===== src/rtl/trainer_pkg.sv =====
// Shared types and constants for the keyboard trainer sequencing logic.
package trainer_pkg;

  // Controller state encoding
  typedef enum logic [1:0] {
    IDLE     = 2'd0,
    WAIT_KEY = 2'd1,
    ERR_SHOW = 2'd2,
    DONE     = 2'd3
  } state_e;

  // PS/2 scan codes the decoder side cares about
  localparam logic [7:0] KEY_RELEASE = 8'hF0;
  localparam logic [7:0] KEY_SPACE   = 8'h29;
  localparam logic [7:0] KEY_TAB     = 8'h0D;
  localparam logic [7:0] KEY_RSHIFT  = 8'h59;
  localparam logic [7:0] KEY_NONE    = 8'h00;

  // Target text: "qwertyuiopasdfgh" as scan codes
  localparam int unsigned TEXT_LEN   = 16;
  localparam int unsigned TEXT_IDX_W = 4;
  localparam logic [7:0] TRAINER_TEXT [TEXT_LEN] = '{
    8'h15, 8'h1D, 8'h24, 8'h2D, 8'h2C, 8'h35, 8'h3C, 8'h43,
    8'h44, 8'h4D, 8'h1C, 8'h1B, 8'h23, 8'h2B, 8'h34, 8'h33
  };

endpackage


===== src/rtl/trainer_seq_ctrl_if.sv =====
// Decoder/display-facing signal bundle of the trainer sequencing controller.
interface trainer_seq_ctrl_if #(
  parameter int unsigned IDX_W = 8
);
  logic [7:0]       key_code;
  logic             key_stb;
  logic             set_in;
  logic             reset_in;
  logic [7:0]       target_code;
  logic [IDX_W-1:0] pos;
  logic [7:0]       err_cnt;
  logic             err_flash;
  logic             busy;
  logic             done;

  // Decoder / environment side
  modport master (
    output key_code, key_stb, set_in, reset_in,
    input  target_code, pos, err_cnt, err_flash, busy, done
  );

  // Controller side
  modport slave (
    input  key_code, key_stb, set_in, reset_in,
    output target_code, pos, err_cnt, err_flash, busy, done
  );
endinterface


===== src/rtl/trainer_text_rom.sv =====
// Combinational position -> expected scan code lookup over the target text.
module trainer_text_rom
  import trainer_pkg::*;
#(
  parameter int unsigned LEN   = 16,
  parameter int unsigned IDX_W = 8
) (
  input  logic [IDX_W-1:0] pos,
  output logic [7:0]       target_code
);

  logic [TEXT_IDX_W-1:0] idx_c;

  // Positions beyond the text (or beyond the stored table) read as no key
  always_comb begin
    target_code = KEY_NONE;
    idx_c       = TEXT_IDX_W'(pos);
    if ((32'(pos) < 32'(LEN)) && (32'(pos) < 32'(TEXT_LEN))) begin
      target_code = TRAINER_TEXT[idx_c];
    end
  end

endmodule


===== src/rtl/trainer_seq_ctrl.sv =====
// Keyboard trainer sequencer: walks the target text, counts wrong keys,
// flashes an error indication for a fixed time and reports completion.
module trainer_seq_ctrl
  import trainer_pkg::*;
#(
  parameter int unsigned LEN      = 16,
  parameter int unsigned IDX_W    = 8,
  parameter int unsigned ERR_HOLD = 50_000_000
) (
  input  logic             clk,
  input  logic             rst,
  trainer_seq_ctrl_if.slave bus
);

  localparam int unsigned HOLD_W = (ERR_HOLD > 1) ? $clog2(ERR_HOLD) : 1;
  localparam logic [HOLD_W-1:0] HOLD_LOAD = HOLD_W'(ERR_HOLD - 1);
  localparam logic [IDX_W-1:0]  LAST_POS  = IDX_W'(LEN - 1);

  state_e            state_q, state_d;
  logic [IDX_W-1:0]  pos_q, pos_d;
  logic [7:0]        err_cnt_q, err_cnt_d;
  logic              err_flash_q, err_flash_d;
  logic              busy_q, busy_d;
  logic              done_q, done_d;
  logic [HOLD_W-1:0] hold_q, hold_d;
  logic              set_q, set_d;
  logic              reset_in_q, reset_in_d;

  logic              set_ev_c;
  logic              reset_ev_c;
  logic              key_hit_c;
  logic [7:0]        target_code_c;

  trainer_text_rom #(
    .LEN   (LEN),
    .IDX_W (IDX_W)
  ) u_rom (
    .pos         (pos_q),
    .target_code (target_code_c)
  );

  // Rising-edge detection of the level requests; a held level fires once
  always_comb begin
    set_d      = bus.set_in;
    reset_in_d = bus.reset_in;
    set_ev_c   = bus.set_in & ~set_q;
    reset_ev_c = bus.reset_in & ~reset_in_q;
    key_hit_c  = bus.key_stb && (bus.key_code != KEY_NONE);
  end

  // Next-state and registered output computation; reset > set > key
  always_comb begin
    state_d     = state_q;
    pos_d       = pos_q;
    err_cnt_d   = err_cnt_q;
    err_flash_d = err_flash_q;
    done_d      = done_q;
    hold_d      = hold_q;

    if (reset_ev_c) begin
      state_d     = IDLE;
      pos_d       = '0;
      err_cnt_d   = '0;
      err_flash_d = 1'b0;
      done_d      = 1'b0;
      hold_d      = '0;
    end else begin
      unique case (state_q)
        IDLE, DONE: begin
          if (set_ev_c) begin
            state_d   = WAIT_KEY;
            pos_d     = '0;
            err_cnt_d = '0;
            done_d    = 1'b0;
          end
        end
        WAIT_KEY: begin
          if (key_hit_c) begin
            if (bus.key_code == target_code_c) begin
              if (pos_q == LAST_POS) begin
                state_d = DONE;
                done_d  = 1'b1;
              end else begin
                pos_d = pos_q + IDX_W'(1);
              end
            end else begin
              if (err_cnt_q != 8'hFF) begin
                err_cnt_d = err_cnt_q + 8'd1;
              end
              hold_d      = HOLD_LOAD;
              err_flash_d = 1'b1;
              state_d     = ERR_SHOW;
            end
          end
        end
        ERR_SHOW: begin
          if (hold_q == '0) begin
            err_flash_d = 1'b0;
            state_d     = WAIT_KEY;
          end else begin
            hold_d = hold_q - HOLD_W'(1);
          end
        end
        default: state_d = IDLE;
      endcase
    end

    busy_d = (state_d == WAIT_KEY) || (state_d == ERR_SHOW);
  end

  // State and output registers
  always_ff @(posedge clk or posedge rst) begin
    if (rst) begin
      state_q     <= IDLE;
      pos_q       <= '0;
      err_cnt_q   <= '0;
      err_flash_q <= 1'b0;
      busy_q      <= 1'b0;
      done_q      <= 1'b0;
      hold_q      <= '0;
      set_q       <= 1'b0;
      reset_in_q  <= 1'b0;
    end else begin
      state_q     <= state_d;
      pos_q       <= pos_d;
      err_cnt_q   <= err_cnt_d;
      err_flash_q <= err_flash_d;
      busy_q      <= busy_d;
      done_q      <= done_d;
      hold_q      <= hold_d;
      set_q       <= set_d;
      reset_in_q  <= reset_in_d;
    end
  end

  assign bus.target_code = target_code_c;
  assign bus.pos         = pos_q;
  assign bus.err_cnt     = err_cnt_q;
  assign bus.err_flash   = err_flash_q;
  assign bus.busy        = busy_q;
  assign bus.done        = done_q;

endmodule


===== src/flat_wrapper.sv =====
// flat-port wrapper written by rule: the top's interface ports become plain ports
module trainer_seq_ctrl_flat import trainer_pkg::*;
#(
  parameter int unsigned LEN      = 16,
  parameter int unsigned IDX_W    = 8,
  parameter int unsigned ERR_HOLD = 50_000_000
)
  (clk, rst, bus_key_code, bus_key_stb, bus_set_in, bus_reset_in, bus_target_code, bus_pos, bus_err_cnt, bus_err_flash, bus_busy, bus_done);
  trainer_seq_ctrl_if #(.IDX_W(IDX_W)) bus_i ();
  input  logic clk;
  input  logic rst;
  input wire logic [$bits(bus_i.key_code)-1:0] bus_key_code;
  input wire logic [$bits(bus_i.key_stb)-1:0] bus_key_stb;
  input wire logic [$bits(bus_i.set_in)-1:0] bus_set_in;
  input wire logic [$bits(bus_i.reset_in)-1:0] bus_reset_in;
  output wire logic [$bits(bus_i.target_code)-1:0] bus_target_code;
  output wire logic [$bits(bus_i.pos)-1:0] bus_pos;
  output wire logic [$bits(bus_i.err_cnt)-1:0] bus_err_cnt;
  output wire logic [$bits(bus_i.err_flash)-1:0] bus_err_flash;
  output wire logic [$bits(bus_i.busy)-1:0] bus_busy;
  output wire logic [$bits(bus_i.done)-1:0] bus_done;
  assign bus_i.key_code = bus_key_code;
  assign bus_i.key_stb = bus_key_stb;
  assign bus_i.set_in = bus_set_in;
  assign bus_i.reset_in = bus_reset_in;
  assign bus_target_code = bus_i.target_code;
  assign bus_pos = bus_i.pos;
  assign bus_err_cnt = bus_i.err_cnt;
  assign bus_err_flash = bus_i.err_flash;
  assign bus_busy = bus_i.busy;
  assign bus_done = bus_i.done;
  trainer_seq_ctrl #(.LEN(LEN), .IDX_W(IDX_W), .ERR_HOLD(ERR_HOLD)) u_core (.clk(clk), .rst(rst), .bus(bus_i));
endmodule

===== config.mk =====
export PLATFORM = sky130hd
export DESIGN_NAME = trainer_seq_ctrl_flat
export DESIGN_NICKNAME = d
export VERILOG_FILES = /design/src/rtl/trainer_pkg.sv /design/src/rtl/trainer_seq_ctrl_if.sv /design/src/rtl/trainer_text_rom.sv /design/src/rtl/trainer_seq_ctrl.sv /design/src/flat_wrapper.sv
export SDC_FILE = /design/constraint.sdc
export NUM_CORES = 1
export LEC_CHECK = 0
export CAP_MARGIN = 30
export CORE_MARGIN = 2
export CORE_UTILIZATION = 40
export CTS_BUF_LIST = sky130_fd_sc_hd__clkbuf_2
export DETAILED_ROUTE_END_ITERATION = 16
export DONT_BUFFER_PORTS = 1
export GPL_ROUTABILITY_DRIVEN = 0
export HOLD_SLACK_MARGIN = 0.15
export PLACE_DENSITY_LB_ADDON = 0.1
export SYNTH_ARGS = -nofsm -noshare
export SYNTH_HDL_FRONTEND = slang
export SYNTH_HIERARCHICAL = 1
export SYNTH_SLANG_ARGS = --single-unit

===== constraint.sdc =====
create_clock -name clk -period 2.7 [get_ports clk]
set_clock_uncertainty 0.05 [all_clocks]
set_input_delay 0.405 -clock clk [delete_from_list [all_inputs] [get_ports clk]]
set_output_delay 0.405 -clock clk [all_outputs]
set_load 0.01 [all_outputs]

# ---- Word level (Yosys, flattened, before mapping)
# Memory sizes are Yosys's and may differ from the RTL's.
# Cells that the tools add are included.
dict set report classes {
  n_mux 37
  order_cmp 2
  n_reduce_logical 13
  n_eq_ne 17
  bitwise 5
  addsub 3
}
# cell count
set op_table {}
lappend op_table {{2-to-1 mux 26 bit} 4}
lappend op_table {{2-to-1 mux 8 bit} 12}
lappend op_table {{one-hot mux 26 bit (2 select lines)} 1}
lappend op_table {{one-hot mux 8 bit (2 select lines)} 2}
lappend op_table {{zero test 26 bit} 1}
lappend op_table {{subtractor 26 x 1 -> 26 bit (second input constant)} 1}
lappend op_table {{!= test 3 x 1 -> 1 bit (second input constant)} 6}
lappend op_table {{adder 8 x 1 -> 8 bit (second input constant)} 2}
lappend op_table {{AND reduction 5 bit} 3}
lappend op_table {{2-to-1 mux 2 bit} 6}
lappend op_table {{2-to-1 mux 1 bit} 9}
lappend op_table {{!= test 3 x 2 -> 1 bit (second input constant)} 3}
lappend op_table {{== test 8 x 4 -> 1 bit (second input constant)} 1}
lappend op_table {{== test 8 bit} 1}
lappend op_table {{less-than comparator 8 x 5 -> 1 bit (second input constant)} 1}
lappend op_table {{!= test 8 bit (second input constant)} 1}
lappend op_table {{AND reduction 4 bit} 2}
lappend op_table {{nonzero test 8 bit} 1}
lappend op_table {{== test 2 bit (second input constant)} 3}
lappend op_table {{one-hot mux 2 bit (3 select lines)} 1}
lappend op_table {{nonzero test 3 bit} 2}
lappend op_table {{greater-or-equal comparator 5 bit (second input constant)} 1}
lappend op_table {{NOT 4 -> 5 bit} 1}
lappend op_table {{== test 2 x 1 -> 1 bit (second input constant)} 2}
lappend op_table {{7 further kinds} 10}
dict set report word_totals {
  out_inout_bits 27
  elab_cells 87
  mem_count 1
  romBits 128
  ff_bits 49
}
# memory depth word_bits rd rd_ports_with_merged_regs write_ports line
set mem_list {}
lappend mem_list {{(no name shown)} 16 8 1 0 0 trainer_text_rom.sv:19} ;# target_code = TRAINER_TEXT[idx_c];

# ---- Depth between registers and ports, before layout
# Gate-level depths: netlist (run 1).
dict set report depth {
  depth_word 12
  mapped_depth 13
  depth_no_buf 11
}

# ---- Hierarchy
# Netlist (run 1), hierarchy kept.
# mod instances seq_area_each_um2 cells_each area_each_um2
set modules_own_cells {}
lappend modules_own_cells {trainer_seq_ctrl 1 1226.2 335 3069.2}
lappend modules_own_cells {trainer_text_rom 1 0.0 36 242.7}

# ---- Worst setup path after synthesis (run 1)
# OpenSTA, ideal clock, no wires.
dict set report synth_path {
  kind {reg-to-reg}
  start {reg u_core.pos_q[7], in the netlist u_core/bus.pos[7]}
  end {reg u_core.pos_q[5], in the netlist u_core/bus.pos[5]}
  t_required_ns 2.573
  setup_ns 0.077
  t_arrival_ns 2.874
  period_less_slack_ns 3.002
  path_buffers 1
  path_stages_with_launch 10
  setup_slack_ns -0.302
  cell_sequence {dfrtp_1 or4_4 buf_6 a21oi_1 xor2_1 nor4_2 nand2_1 a21o_1 or4_1 a21oi_1}
}
dict set report synth_between {
  elab_chain_cells 5
  word_cells_on_any_way 7
}
# item line
set synth_lines {}
lappend synth_lines {{start, declared} trainer_seq_ctrl.sv:20} ;# logic [IDX_W-1:0] pos_q, pos_d;
lappend synth_lines {{start signal, assigned} trainer_seq_ctrl.sv:125} ;# pos_q <= pos_d;
lappend synth_lines {{less-than comparator 8 x 5 -> 1 bit} trainer_text_rom.sv:18} ;# if ((32'(pos) < 32'(LEN)) && (32'(pos) < 32'(TEXT_LEN))) begin
lappend synth_lines {{2-to-1 mux 8 bit} trainer_text_rom.sv:18}
lappend synth_lines {{net bus_target_code[3]} flat_wrapper.sv:16} ;# output wire logic [$bits(bus_i.target_code)-1:0] bus_target_code;
lappend synth_lines {{== test 8 bit} trainer_seq_ctrl.sv:79} ;# if (bus.key_code == target_code_c) begin
lappend synth_lines {{!= test 3 x 1 -> 1 bit (no source line)} n/a}
lappend synth_lines {{AND reduction 5 bit (no source line)} n/a}
# The timed path passes the listed nets, and every way through them passes these cells.
# A chain may end at the register's enable or synchronous reset.

# ---- Worst setup path in the final report (run 1)
dict set report layout_path {
  start {reg u_core.pos_q[4], in the netlist u_core/bus.pos[4]}
  end {reg u_core.pos_q[5], in the netlist u_core/bus.pos[5]}
}
dict set report layout_between {
  elab_chain_cells 6
  word_cells_on_any_way 13
}
# item
set layout_lines {}
lappend layout_lines {{branches (longest 6 deep; another with less-than comparator 8 x 5 -> 1 bit)}}
# Several ways; the timed one is not identified. The select of a mux whose other input is x is not followed.

==> results of run 1 <==
-- timing repair --
item | CTS | global route
pin swaps | 17 | 15
endpoints found under the hold margin | 24 | 0
hold buffers | 3 | 0
gates cloned | 2 | 0
buffers inserted | 4 | 3
setup endpoints to repair | 43 | 44
gates resized for setup | 33 | 34
-- registers in the layout, indices dropped and copies added, names as in the netlist --
name	flops
u_core/bus.err_flash	1
u_core/bus.pos	8
u_core/reset_in_q	1
u_core/bus.busy	1
u_core/hold_q	26
u_core/set_q	1
u_core/state_q	2
u_core/bus.done	1
u_core/bus.err_cnt	8
-- power by group through the flow --
stage               Combinational (mW)  Sequential, mW  Clock [mW]
detailed placement                1.47            1.20           0
global route                      1.90            1.23       0.541
finish                            1.74            1.20       0.491
CTS                               1.64            1.19       0.517
global placement                  1.45            1.19           0
floorplan                         1.17            1.11           0
-- synth_stat cells (4+ instances only) --
library cell / number
sky130_fd_sc_hd__nand2b_1: 11
sky130_fd_sc_hd__xor2_1: 9
sky130_fd_sc_hd__ha_1: 8
sky130_fd_sc_hd__a21oi_1: 27
sky130_fd_sc_hd__nor2_1: 31
sky130_fd_sc_hd__nor3_1: 9
sky130_fd_sc_hd__buf_2: 10
sky130_fd_sc_hd__or4_1: 8
sky130_fd_sc_hd__a211oi_1: 6
sky130_fd_sc_hd__a31oi_1: 4
sky130_fd_sc_hd__o21ai_0: 21
sky130_fd_sc_hd__nand3_1: 11
sky130_fd_sc_hd__o31ai_1: 5
sky130_fd_sc_hd__dfrtp_1: 49
sky130_fd_sc_hd__nor4_2: 4
sky130_fd_sc_hd__nor4_1: 4
sky130_fd_sc_hd__inv_1: 14
sky130_fd_sc_hd__mux2i_1: 5
sky130_fd_sc_hd__a311oi_1: 11
sky130_fd_sc_hd__or3_1: 11
sky130_fd_sc_hd__clkbuf_1: 6
sky130_fd_sc_hd__nor2b_1: 7
sky130_fd_sc_hd__nand2_1: 32
sky130_fd_sc_hd__xnor2_1: 4
-- area by class of cell --
class	instances	area (sq um)	area share
well taps	105	131.4	0.03096
clock buffers	5	25.02	0.005896
clock inverters	3	65.06	0.01533
flip-flops and latches	49	1230	0.2898
inverters	14	52.55	0.01238
multi-input cells	288	2222	0.5236
repair buffers	59	518.0	0.1221
-- logic make-up after synthesis --
logic type,share of synthesized area
AO/OA/AOI/OAI,0.2263
flip-flops,0.3702
other,0.001132
multiplexers,0.02191
XOR/XNOR,0.03438
adder cells (fa/ha/maj),0.03022
buffers and inverters,0.05138
AND/OR/NAND/NOR,0.2645
-- per-stage QoR --
| step | area (sq um) | setup WS, ns | TNS [ns] | cells | util |
|---|---|---|---|---|---|
| final | 4244 | -0.1486 | -3.105 | 523 | 0.5218 |
| after detailed placement | 3791 | -0.2249 | -4.207 | 503 | 0.4661 |
| after floorplan | 3407 | -0.1186 | -0.6760 | 371 | - |
| after global placement | 3791 | -0.1910 | -2.750 | 503 | 0.4661 |
| after global routing | 4244 | -0.2791 | -8.164 | 523 | 0.5218 |
| after CTS | 4128 | -0.1496 | -2.976 | 520 | 0.5075 |
-- routing by layer --
layer / vias up / global-route usage
li1: 1473 / -
met1: 1521 / 0.2571
met2: 34 / 0.3587
met3: 11 / 0.03113
met4: 0 / 0.05797
met5: - / 0
-- critical path: stages (launching register included) --
cell and delay, ns:
sky130_fd_sc_hd__dfrtp_2 0.46, sky130_fd_sc_hd__or4_4 0.66, sky130_fd_sc_hd__a21oi_4 0.18, sky130_fd_sc_hd__xor2_1 0.09, sky130_fd_sc_hd__nor4_2 0.31, sky130_fd_sc_hd__buf_4 0.21, sky130_fd_sc_hd__nand2_4 0.06, sky130_fd_sc_hd__a21o_4 0.23
sky130_fd_sc_hd__or4_4 0.42, sky130_fd_sc_hd__a21oi_2 0.14
-- worst paths after layout --
kind                                    from                end  slack, ns  cells past startpoint
setup / recovery           u_core/bus.pos[4]  u_core/bus.pos[5]      -0.15                      9
hold / removal                  bus_reset_in  u_core/hold_q[21]       0.31                      4
setup reg to reg           u_core/bus.pos[4]  u_core/bus.pos[5]      -0.15                      9
hold reg to reg            u_core/hold_q[23]  u_core/hold_q[23]       0.49                      1
max in group asynchronous                rst  u_core/hold_q[10]       1.63                      3
min in group asynchronous                rst       u_core/set_q       0.36                      2
==> results.sh, run 1 <==
export IMPL_status="finished with violations"
export IMPL_failed_checks="negative setup slack"
export IMPL_switching_fraction=0.4320
export IMPL_p_seq_frac=0.349
export IMPL_netlist_cell_type_count=68
export IMPL_finalSetupViolCount=40
export IMPL_slew_limit_headroom=0.3843
export IMPL_drive_gt1_frac=0.3421
export IMPL_final_layout_fill_cell_count=742
export IMPL_detailedRoute_firstPassIterationCount=4
export IMPL_core_area_sq_um=8134
export IMPL_pwr_density_cell_nw_per_um2=806.4
export IMPL_ant_nets=0
export IMPL_via_count_of_the_first_global_routing_pass=2981
export IMPL_drt_total_wl_microns=8847
export IMPL_finalHoldViolCount=0
export IMPL_top_layer_used="met4"
export IMPL_syn2layout_area_growth_pct=28.15
export IMPL_n_diodes=0
export IMPL_cp_data_arrival_time_ns=3.18
export IMPL_path_class="flip-flop to flip-flop"
export IMPL_p_leak_nw=1.751
export IMPL_power_report_internal_total_mw=1.944
export IMPL_worst_pin_slew_ns=0.9139
export IMPL_fin_crit_ns=2.849
export IMPL_floorplan_die_width_microns=95.00
export IMPL_cts_buffers=5
export IMPL_syn_inst=371
export IMPL_grt_overflow_total=0
export IMPL_clkSlewWorstSetupHoldPaths_ns=0.25
export IMPL_achievable_frequency_mhz=351.0
export IMPL_grt_setup_unrepaired="yes"
export IMPL_drt_met1_wl_microns=4010
export IMPL_clock_tree_htree_level_count=2
export IMPL_synth_flop_cell="sky130_fd_sc_hd__dfrtp_1"
export IMPL_synth_ff_latch_count=49
export IMPL_synth_top_cells_by_area="sky130_fd_sc_hd__dfrtp_1 37%, sky130_fd_sc_hd__a21oi_1 4.1%, sky130_fd_sc_hd__nand2_1 3.6%, sky130_fd_sc_hd__nor2_1 3.5%, sky130_fd_sc_hd__o21ai_0 3.2%"
export IMPL_routed_wire_length_per_instance_microns=16.92
export IMPL_placement_io_buffers=0
export IMPL_fin_worst_hold_slack_ns=0.3145
export IMPL_maxcap_viol_count=0
export IMPL_placement_rows=33
export IMPL_ioPinCount=40
export IMPL_switching_power_mw=1.478
export IMPL_worstSetupStartpointType="flip-flop"
export IMPL_grt_start_max_net_pins=25
export IMPL_yosysTopAreaCellShare=0.3702
export IMPL_detailroute_wirelength_met3_microns=226
export IMPL_synthesis_area_sq_um=3312
export IMPL_timing_max_transition_violations_final=0
export IMPL_asyncSetResetFlopFracSynth=1.000
export IMPL_dr_total_vias=3039
export IMPL_path_max_fanout=7
export IMPL_tritoncts_num_sinks=49
export IMPL_clk_latency_ns=0.43
export IMPL_layout_commonest_cell="sky130_fd_sc_hd__buf_4"
export IMPL_synth_largest_area_cell="sky130_fd_sc_hd__dfrtp_1"
export IMPL_tritoncts_clock_tree="built"
export IMPL_ys_warnings_count=6
export IMPL_via_per_inst=5.811
export IMPL_drc_errors=0
export IMPL_gr_usage_all_layers=0.2034
export IMPL_part_of_the_cycle_the_worst_path_needs=1.055
export IMPL_fin_total_pwr_mw=3.422
export IMPL_count_of_flip_flops_with_a_built_in_enable_after_synthesis=0
export IMPL_grt_antenna_before_repair=0
export IMPL_power_share_clock=0.143
export IMPL_mappedNetlistNets=392
export IMPL_finalWorstSetupSlack_ns=-0.1486
export IMPL_die_height_microns=95.00
export IMPL_power_ir_vdd_worst_mv=0.4475
export IMPL_hpwl_microns=6304
export IMPL_mostFrequentLayoutCells="47 x sky130_fd_sc_hd__buf_4, 46 x sky130_fd_sc_hd__dfrtp_1, 30 x sky130_fd_sc_hd__nand2_1"
export IMPL_hp_class="primary input to flip-flop"
export IMPL_synth_yosys_seq_area_share=0.3702
export IMPL_fp_dieArea_sq_um=9024
export IMPL_end_kind="flip-flop"
export IMPL_power_share_combinational=0.507
export IMPL_grt_pass1_wl_microns=14430
export IMPL_clock_root_buffer="sky130_fd_sc_hd__clkbuf_2"
export IMPL_start_util=0.4072
export IMPL_cts_path_max_buffers=2
export IMPL_drt_iter0_markers=148
export IMPL_met2RoutedLength_microns=4503
export IMPL_post_layout_nets=438
export IMPL_timing_critical_path_required_ns=3.03
export IMPL_syn_area_per_cell_sq_um=8.927
Note: power is estimated with default switching activity, not from simulation.
==> inputs of run 2 (changes only) <==
--- a/config.mk
+++ b/config.mk
@@ -7,7 +7,7 @@
 export LEC_CHECK = 0
 export CAP_MARGIN = 30
 export CORE_MARGIN = 2
-export CORE_UTILIZATION = 40
+export CORE_UTILIZATION = 55
 export CTS_BUF_LIST = sky130_fd_sc_hd__clkbuf_2
 export DETAILED_ROUTE_END_ITERATION = 16
 export DONT_BUFFER_PORTS = 1
==> run 2 against run 1 <==
Effect of this change:
- highest routed layer unchanged
- fmax fell by 0.35%
- the flow still finishes with violations (negative setup slack)
- routed wire length fell by 4.0%
- worst setup slack got worse by 0.010 ns
- final cell count fell by 5.7%
- clock power fell by 40%
- combinational power fell by 8%
- core utilization rose by 15 points
- sequential cell count did not move
- power fell by 9.8%
- register-to-register slack barely moved
- non-clock buffer count rose by 1
==> results.sh, run 2 (synthesized netlist as in run 1, its figures left out) <==
export IMPL_die_height_microns=81.60
export IMPL_setup_reg_to_reg_worst_slack_ns=-0.16
export IMPL_layout_commonest_cell="sky130_fd_sc_hd__buf_4"
export IMPL_timing_critical_path_required_ns=2.99
export IMPL_grt_overflow_total=0
export IMPL_start_util=0.5627
export IMPL_dp_cells=477
export IMPL_cp_data_arrival_time_ns=3.15
export IMPL_critPathCapture="u_core/hold_q[6]"
export IMPL_final_layout_fill_cell_count=474
export IMPL_hp_class="primary input to async pin"
export IMPL_ioPinCount=40
export IMPL_timing_rr_end="u_core/hold_q[6]"
export IMPL_drive_gt1_frac=0.2871
export IMPL_routed_wire_length_per_instance_microns=17.23
export IMPL_path_class="flip-flop to flip-flop"
export IMPL_fin_setup_tns_ns=-2.804
export IMPL_tritoncts_clock_tree="built"
export IMPL_drc_errors=0
export IMPL_post_layout_nets=438
export IMPL_r2r_start="u_core/bus.pos[4]"
export IMPL_register_bank_with_the_most_flops="u_core/hold_q"
export IMPL_placement_rows=28
export IMPL_worst_pin_slew_ns=0.5281
export IMPL_floorplan_die_width_microns=81.60
export IMPL_via_per_inst=6.030
export IMPL_placement_io_buffers=0
export IMPL_ant_nets=0
export IMPL_grt_pass1_wl_microns=13820
export IMPL_cts_path_max_buffers=2
export IMPL_part_of_the_cycle_the_worst_path_needs=1.059
export IMPL_drt_iter0_markers=195
export IMPL_finalWorstSetupSlack_ns=-0.1588
export IMPL_hpwl_microns=6236
export IMPL_grt_start_max_net_pins=25
export IMPL_finalHoldViolCount=0
export IMPL_fin_crit_ns=2.859
export IMPL_p_leak_nw=1.677
export IMPL_n_diodes=0
export IMPL_cts_buffers=5
export IMPL_timing_critical_path_from="u_core/bus.pos[4]"
export IMPL_core_area_sq_um=5886
export IMPL_reg2regPathDepth=10
export IMPL_end_kind="flip-flop"
export IMPL_tritoncts_num_sinks=49
export IMPL_clock_root_buffer="sky130_fd_sc_hd__clkbuf_2"
export IMPL_status="finished with violations"
export IMPL_maxcap_viol_count=0
export IMPL_clk_latency_ns=0.43
export IMPL_drt_total_wl_microns=8496
export IMPL_timing_max_transition_violations_final=0
export IMPL_slew_limit_headroom=0.6466
export IMPL_worstSetupStartpointType="flip-flop"
export IMPL_mostFrequentLayoutCells="56 x sky130_fd_sc_hd__buf_4, 46 x sky130_fd_sc_hd__dfrtp_1, 32 x sky130_fd_sc_hd__nand2_1"
export IMPL_final_cell_count_no_fill=493
export IMPL_clock_tree_htree_level_count=2
export IMPL_dr_total_vias=2973
export IMPL_detailedRoute_firstPassIterationCount=4
export IMPL_clkSlewWorstSetupHoldPaths_ns=0.25
export IMPL_gr_usage_all_layers=0.2664
export IMPL_via_count_of_the_first_global_routing_pass=2892
export IMPL_pwr_density_cell_nw_per_um2=775.9
export IMPL_grt_setup_unrepaired="yes"
export IMPL_achievable_frequency_mhz=349.8
export IMPL_grt_antenna_before_repair=0
export IMPL_largest_register_ffs=26
export IMPL_path_max_fanout=22
export IMPL_finalSetupViolCount=32
export IMPL_fp_dieArea_sq_um=6659
export IMPL_failed_checks="negative setup slack"
export IMPL_power_ir_vdd_worst_mv=0.4664
export IMPL_syn2layout_area_growth_pct=20.17
run 2: power by group:
part | switching (mW) | total (mW) | internal (mW)
clock network | 0.236 | 0.293 | 0.0568
registers | 0.274 | 1.19 | 0.920
logic | 0.908 | 1.60 | 0.693
total | 1.42 | 3.09 | 1.67
run 2: layout make-up:
class	instances	area, sq um	area share
Tap cell	75	93.84	0.02358
Clock inverter	3	12.51	0.003144
Clock buffer	5	25.02	0.006287
Multi-Input combinational cell	287	2096	0.5266
Inverter	14	52.55	0.01320
Timing Repair Buffer	60	470.5	0.1182
Sequential cell	49	1230	0.3090
run 2: worst min-delay path by stage:
stage,startpoint,to,slack [ns],depth (start not counted)
finish,rst,u_core/hold_q[16],0.30,2
global route,bus_reset_in,u_core/bus.err_cnt[7],0.29,4
CTS,bus_reset_in,u_core/bus.err_cnt[7],0.28,4
detailed placement,rst,u_core/hold_q[16],0.23,1
global placement,rst,u_core/hold_q[16],0.22,1
floorplan,bus_reset_in,u_core/reset_in_q,0.39,0
run 2: stage by stage:
stage	worst slack, ns	area (sq um)	hold WS (ns)	power, mW	util
global placement	-0.05992	3771	0.2249	2.618	0.6407
CTS	-0.1287	3934	0.2799	3.039	0.6684
global route	-0.2691	3980	0.2940	3.311	0.6762
detailed placement	-0.1496	3771	0.2271	2.678	0.6407
floorplan	-0.1186	3407	0.3864	2.281	-
finish	-0.1588	3980	0.3024	3.088	0.6762
run 2: worst max-delay path, stage by stage (launching register included):
cell	delay, ns
sky130_fd_sc_hd__dfrtp_2	0.46
sky130_fd_sc_hd__or4_4	0.64
sky130_fd_sc_hd__a221oi_4	0.27
sky130_fd_sc_hd__xor2_1	0.22
sky130_fd_sc_hd__nor4_2	0.05
sky130_fd_sc_hd__buf_4	0.16
sky130_fd_sc_hd__a21o_4	0.23
sky130_fd_sc_hd__a21boi_4	0.17
sky130_fd_sc_hd__buf_12	0.19
sky130_fd_sc_hd__a21oi_1	0.08
sky130_fd_sc_hd__a311oi_1	0.25
run 2: timing repair:
item | 4_1_cts | 5_1_grt
resized for setup | 11 | 15
hold buffers | 3 | 0
pin swaps | 4 | 10
setup endpoints to repair | 38 | 44
endpoints found under the hold margin | 51 | 0
setup buffers | 5 | 0
run 2: routing by layer:
metal | part of all wire | routed length [microns] | track usage | up-vias
met1 | 0.46 | 3944 | 0.3616 | 1424
li1 | - | - | - | 1466
met4 | 0.014 | 123 | 0.08167 | 0
met5 | 0 | 0 | 0 | -
met3 | 0.039 | 332 | 0.04176 | 16
met2 | 0.48 | 4095 | 0.4385 | 67
